### config.mk
export PLATFORM = sky130hd
export DESIGN_NAME = dev_bridge_ic
export DESIGN_NICKNAME = d
export VERILOG_FILES = /design/src/rtl/dev_bridge_ic.sv
export SDC_FILE = /design/constraint.sdc
export NUM_CORES = 1
export LEC_CHECK = 0
export CAP_MARGIN = 40
export CORE_AREA = 2 2 97 99
export DETAILED_ROUTE_END_ITERATION = 12
export DIE_AREA = 0 0 99 101
export PLACE_DENSITY_LB_ADDON = 0.3
export SKIP_CTS_REPAIR_TIMING = 1
export SLEW_MARGIN = 20
export SYNTH_ARGS = -nofsm -noshare
export SYNTH_HDL_FRONTEND = slang
export SYNTH_SLANG_ARGS = --single-unit
### constraint.sdc
create_clock -name clk -period 4.1 [get_ports clk]
set_input_delay 0.82 -clock clk [delete_from_list [all_inputs] [get_ports clk]]
set_output_delay 0.82 -clock clk [all_outputs]
set_load 0.03 [all_outputs]
### src/rtl/dev_bridge_ic.sv
// Processor-bus bridge to NUM_DEV memory-mapped devices with an
// integrated maskable level/edge interrupt controller and error flag.
module dev_bridge_ic #(
   parameter int          NUM_DEV  = 3,
   parameter logic [31:0] DEV_BASE = 32'h0000_7F00
) (
   input  logic                   clk,
   input  logic                   rst,
   input  logic [31:2]            PrAddr,
   input  logic [3:0]             BE,
   input  logic [31:0]            PrWD,
   input  logic                   PrWe,
   output logic [31:0]            PrRD,
   output logic [7:2]             HWInt,
   output logic [3:2]             DEV_Addr,
   output logic [31:0]            DEV_WD,
   output logic [3:0]             DEV_BE,
   output logic [NUM_DEV-1:0]     DEV_we,
   input  logic [32*NUM_DEV-1:0]  DEV_RD,
   input  logic [NUM_DEV-1:0]     DEV_IRQ
);

   logic               blk_hit;
   logic [3:0]         win;
   logic [1:0]         rsel;
   logic [NUM_DEV-1:0] hit;
   logic               ic_hit;
   logic               miss;

   logic [NUM_DEV-1:0] pend, mask, mode, irq_q;
   logic [NUM_DEV-1:0] pend_nxt, rise, clr_bits;
   logic               err;

   logic               ic_we;
   logic               mask_we, mode_we, clr_we, err_clr;
   logic [31:0]        rd_dev, rd_ic;
   logic               unused_bits;

   // Base is 256-byte aligned, so DEV_BASE[31:4]+i is the block with nibble i.
   assign blk_hit = PrAddr[31:8] == DEV_BASE[31:8];
   assign win     = PrAddr[7:4];
   assign rsel    = PrAddr[3:2];
   assign ic_hit  = blk_hit && (win == 4'hF);

   always_comb begin
      hit = '0;
      for (int i = 0; i < NUM_DEV; i++)
         hit[i] = blk_hit && (win == 4'(i));
   end

   assign miss = blk_hit && !(|hit) && !ic_hit;

   assign DEV_Addr = PrAddr[3:2];
   assign DEV_WD   = PrWD;
   assign DEV_BE   = BE;
   assign DEV_we   = rst ? '0 : (hit & {NUM_DEV{PrWe}});

   assign ic_we   = PrWe && ic_hit;
   assign mask_we = ic_we && (rsel == 2'd1) && BE[0];
   assign mode_we = ic_we && (rsel == 2'd2) && BE[0];
   assign clr_we  = ic_we && (rsel == 2'd3) && BE[0];
   assign err_clr = ic_we && (rsel == 2'd3) && BE[3] && PrWD[31];

   assign clr_bits = clr_we ? PrWD[NUM_DEV-1:0] : '0;
   assign rise     = DEV_IRQ & ~irq_q;

   // Edge channels latch rises (set beats clear); level channels track the line.
   assign pend_nxt = (mode & (rise | (pend & ~clr_bits)))
                   | (~mode & DEV_IRQ);

   always_ff @(posedge clk or posedge rst) begin
      if (rst) begin
         pend  <= '0;
         mask  <= '0;
         mode  <= '0;
         irq_q <= '0;
         err   <= 1'b0;
      end else begin
         pend  <= pend_nxt;
         irq_q <= DEV_IRQ;
         err   <= miss || (err && !err_clr);
         if (mask_we)
            mask <= PrWD[NUM_DEV-1:0];
         if (mode_we)
            mode <= PrWD[NUM_DEV-1:0];
      end
   end

   always_comb begin
      rd_dev = '0;
      for (int i = 0; i < NUM_DEV; i++)
         if (hit[i])
            rd_dev = rd_dev | DEV_RD[32*i +: 32];
   end

   always_comb begin
      rd_ic = '0;
      case (rsel)
         2'd0: rd_ic = 32'(pend);
         2'd1: rd_ic = 32'(mask);
         2'd2: rd_ic = 32'(mode);
         2'd3: rd_ic = {err, 23'b0, 8'(DEV_IRQ)};
         default: rd_ic = '0;
      endcase
   end

   assign PrRD  = ic_hit ? rd_ic : rd_dev;
   assign HWInt = 6'(pend & mask);

   assign unused_bits = ^{PrWD, BE};

endmodule
==> metrics.md <==
| Metric | Value |
|---|---|
| Number of global-route vias before repair | `2,212` |
| Setup slack after layout | `392 ps` |
| Final Instance Area | `3390 um^2` |
| Crit-path max FO | `22` |
| Critical path's most frequent cell | `buf_4` |
| Overall Global Routing Usage | `0.146` |
| Share of flip-flops with an asynchronous set or reset | `1.00` |
| Synth cell count leaders | `42 x buf_4, 28 x a222oi_1, 28 x nor2_1, 14 x nand2_1, 13 x dfrtp_1` |
| Finished Core Util | `0.378` |
| Area contributors post-synth | `dfrtp_1 19%, buf_4 18%, a222oi_1 16%` |
| Final period util | `0.904` |
| PD cells | `136 nW/um^2` |
| Peak Freq | `0.270 GHz` |
| DR WL/cell | `17.9 um` |
| CP max-delay cell | `clkdlybuf4s50_1` |
| Reg clk slew, reported paths | `60 ps` |
| Power consumption | `0.461 mW` |
| DIE HEIGHT | `101 um` |
| Die X | `99 um` |
| Area Overhead vs Synth | `93.6%` |
| Mux contribution to synthesized area | `0.0771` |
| Count of different cell masters after synthesis | `33` |
| Tightest Hold Check Type | `reg -> reg` |
| Post-Synth Simple-Gate Area | `0.274` |
| Via count | `2,218` |
| Post-Syn Area | `1750 um^2` |
| Post-route insts no fill | `449` |
| # rows | `35` |
| Setup Viol. Count Final | `0` |
| Synth Area in Adders | `0` |
| CP bufs+invs | `3` |
| Top FF cell, synth | `dfrtp_1` |
| Die ar. | `10000 um^2` |
| Max Transition Viols Final | `0` |
| Leak | `1.27 nW` |
| Worst-Skew Late Latency | `240 ps` |
| Relative slew slack | `0.544` |
| Dpl cells | `445` |
| EDFF count, synth | `0` |
| CP startpoint kind | `input port` |
| Synth top area share | `0.186` |
| Max-cap violations | `0` |
| Clock skew | `0.486 ps` |
| DRT Wirelength | `8020 um` |
| CTS Buf Count | `3` |
| Ant diodes | `0` |
| Worst Setup Path Type | `in -> out` |
| Setup repair after global routing missed its margin | `no` |
| Starting density of the core | `0.195` |
| Worst Path Required | `3280 ps` |
| Critical path's top delay family | `simple AND/OR/NAND/NOR gates` |
| Vias per std cell | `4.94` |
| Grt total ovfl | `0` |
| CTS tree | `built` |
| Final net count | `507` |
| Clock Sinks | `13` |
| Worst-path cell chain | `clkdlybuf4s50_1, nor4_4, nand4_4, or2_1, buf_4, nor2_1, buf_4` |
| Initial antenna violation count | `0` |
| Hold slack | `519 ps` |
| Core area | `8980 um^2` |
| Register area share after synthesis | `0.186` |
| Warnings, synthesis | `0` |
| VDD IR max | `128 uV` |
| Worst slew pin tran | `678 ps` |
| Avg Cell Area, Syn | `8.89 um^2` |
| Post-synthesis compound-gate area fraction | `0.234` |
| Placer Congestion | `0.800` |
| Drt first pass iters | `6` |
| Share of cells above drive strength 1 | `0.204` |
| Global-route wire length before repair | `11,800 um` |
| Initial DRC Count | `119` |
| Count leader, synth | `buf_4` |
| Syn Inst Count | `197` |
| Post-route ant nets | `0` |
| Register bit total from synthesis | `13` |
| Worst EP arrival | `2890 ps` |
| XOR/XNOR share of the synthesized area | `0` |
| Top Ports | `247` |
| Final min period | `3710 ps` |
| TNS Setup | `0 ps` |
| Status | `complete, no violations` |
| Top cell type by total area after synthesis | `dfrtp_1` |
| CTS Buffer Depth | `2` |
| Pin count of the biggest net entering global routing | `28` |
| CP peak stage delay | `450 ps` |
| Post-DP HPWL | `6560 um` |
| Pre-CTS setup slack | `383 ps` |
| Area after DPL | `3350 um^2` |
| PortBufs | `183` |
| Largest family of logic cells by synthesized area | `simple AND/OR/NAND/NOR gates` |
| Max H-tree Level | `1` |
| Final hold violation count | `0` |
| DRC viols | `0` |
| Crit. End Element | `primary output` |
| CTS root buffer | `clkbuf_8` |
-- registers in the layout (all words and copies together) (netlist names) --
name	flops
err	1
mask	3
pend	3
mode	3
irq_q	3
-- cells in the final DEF (no fill, tap or decap) --
cell type / count
a211oi_1: 1
nand2_1: 14
mux2_2: 6
nor4_4: 6
nand4_4: 1
nand3_4: 1
nor4b_1: 1
clkdlybuf4s50_1: 148
and4bb_2: 3
buf_4: 44
nor4bb_1: 1
nand3_1: 2
or2_1: 1
clkbuf_1: 1
nand4_1: 1
o311ai_1: 1
clkbuf_8: 3
a22oi_1: 5
mux4_2: 3
a31oi_1: 5
nor4b_4: 2
a221oi_1: 4
nor4_1: 1
and2_1: 3
a222oi_1: 28
and4_1: 2
conb_1: 3
nor2_1: 28
nand2b_1: 2
inv_1: 2
dfrtp_1: 13
o21ai_0: 2
-- path summary, 6_finish.rpt --
| kind | start | endpoint | slack, ps | depth (start not counted) |
|---|---|---|---|---|
| worst max register to register | mode[2] | pend[2] | 3240 | 3 |
| max in group asynchronous | rst | mask[1] | 2780 | 2 |
| worst min-delay path | mask[0] | mask[0] | 520 | 1 |
| min in group asynchronous | rst | err | 970 | 2 |
| worst min register to register | mask[0] | mask[0] | 520 | 1 |
| worst max-delay path | PrAddr[20] | PrRD[30] | 390 | 7 |
-- final cells by class --
cell class | instances | area [um^2]
tap | 111 | 139
clock buffer | 4 | 45.0
inverter | 2 | 7.51
sequential | 13 | 325
fill | 899 | 5590
timing repair buffer | 192 | 1810
multi-input combinational | 127 | 1060
-- power by group --
part / total [mW] / switching (mW) / leakage, nW / internal (mW)
registers: 0.133 / 0.00160 / 0.163 / 0.131
clock network: 0.114 / 0.0456 / 0.0228 / 0.0686
logic: 0.213 / 0.0702 / 1.09 / 0.143
total: 0.461 / 0.117 / 1.27 / 0.343
-- cells by family (layout without fill, tap and decap cells) --
| logic type | count (synthesis) | in the layout |
|---|---|---|
| and+or+nand+nor | 69 | 69 |
| buffers and inverters | 59 | 198 |
| AOI/OAI and AO/OA | 46 | 46 |
| DFF | 13 | 13 |
| muxes | 9 | 9 |
| other | 1 | 3 |
-- metal layers --
layer,part of all wire,global-route usage,vias to the layer above
li1,-,-,1017
met1,0.35,0.156,1031
met2,0.52,0.284,154
met3,0.11,0.0340,16
met4,0.020,0.0400,0
met5,0,0,-
Power figures use the tool's default switching activity.
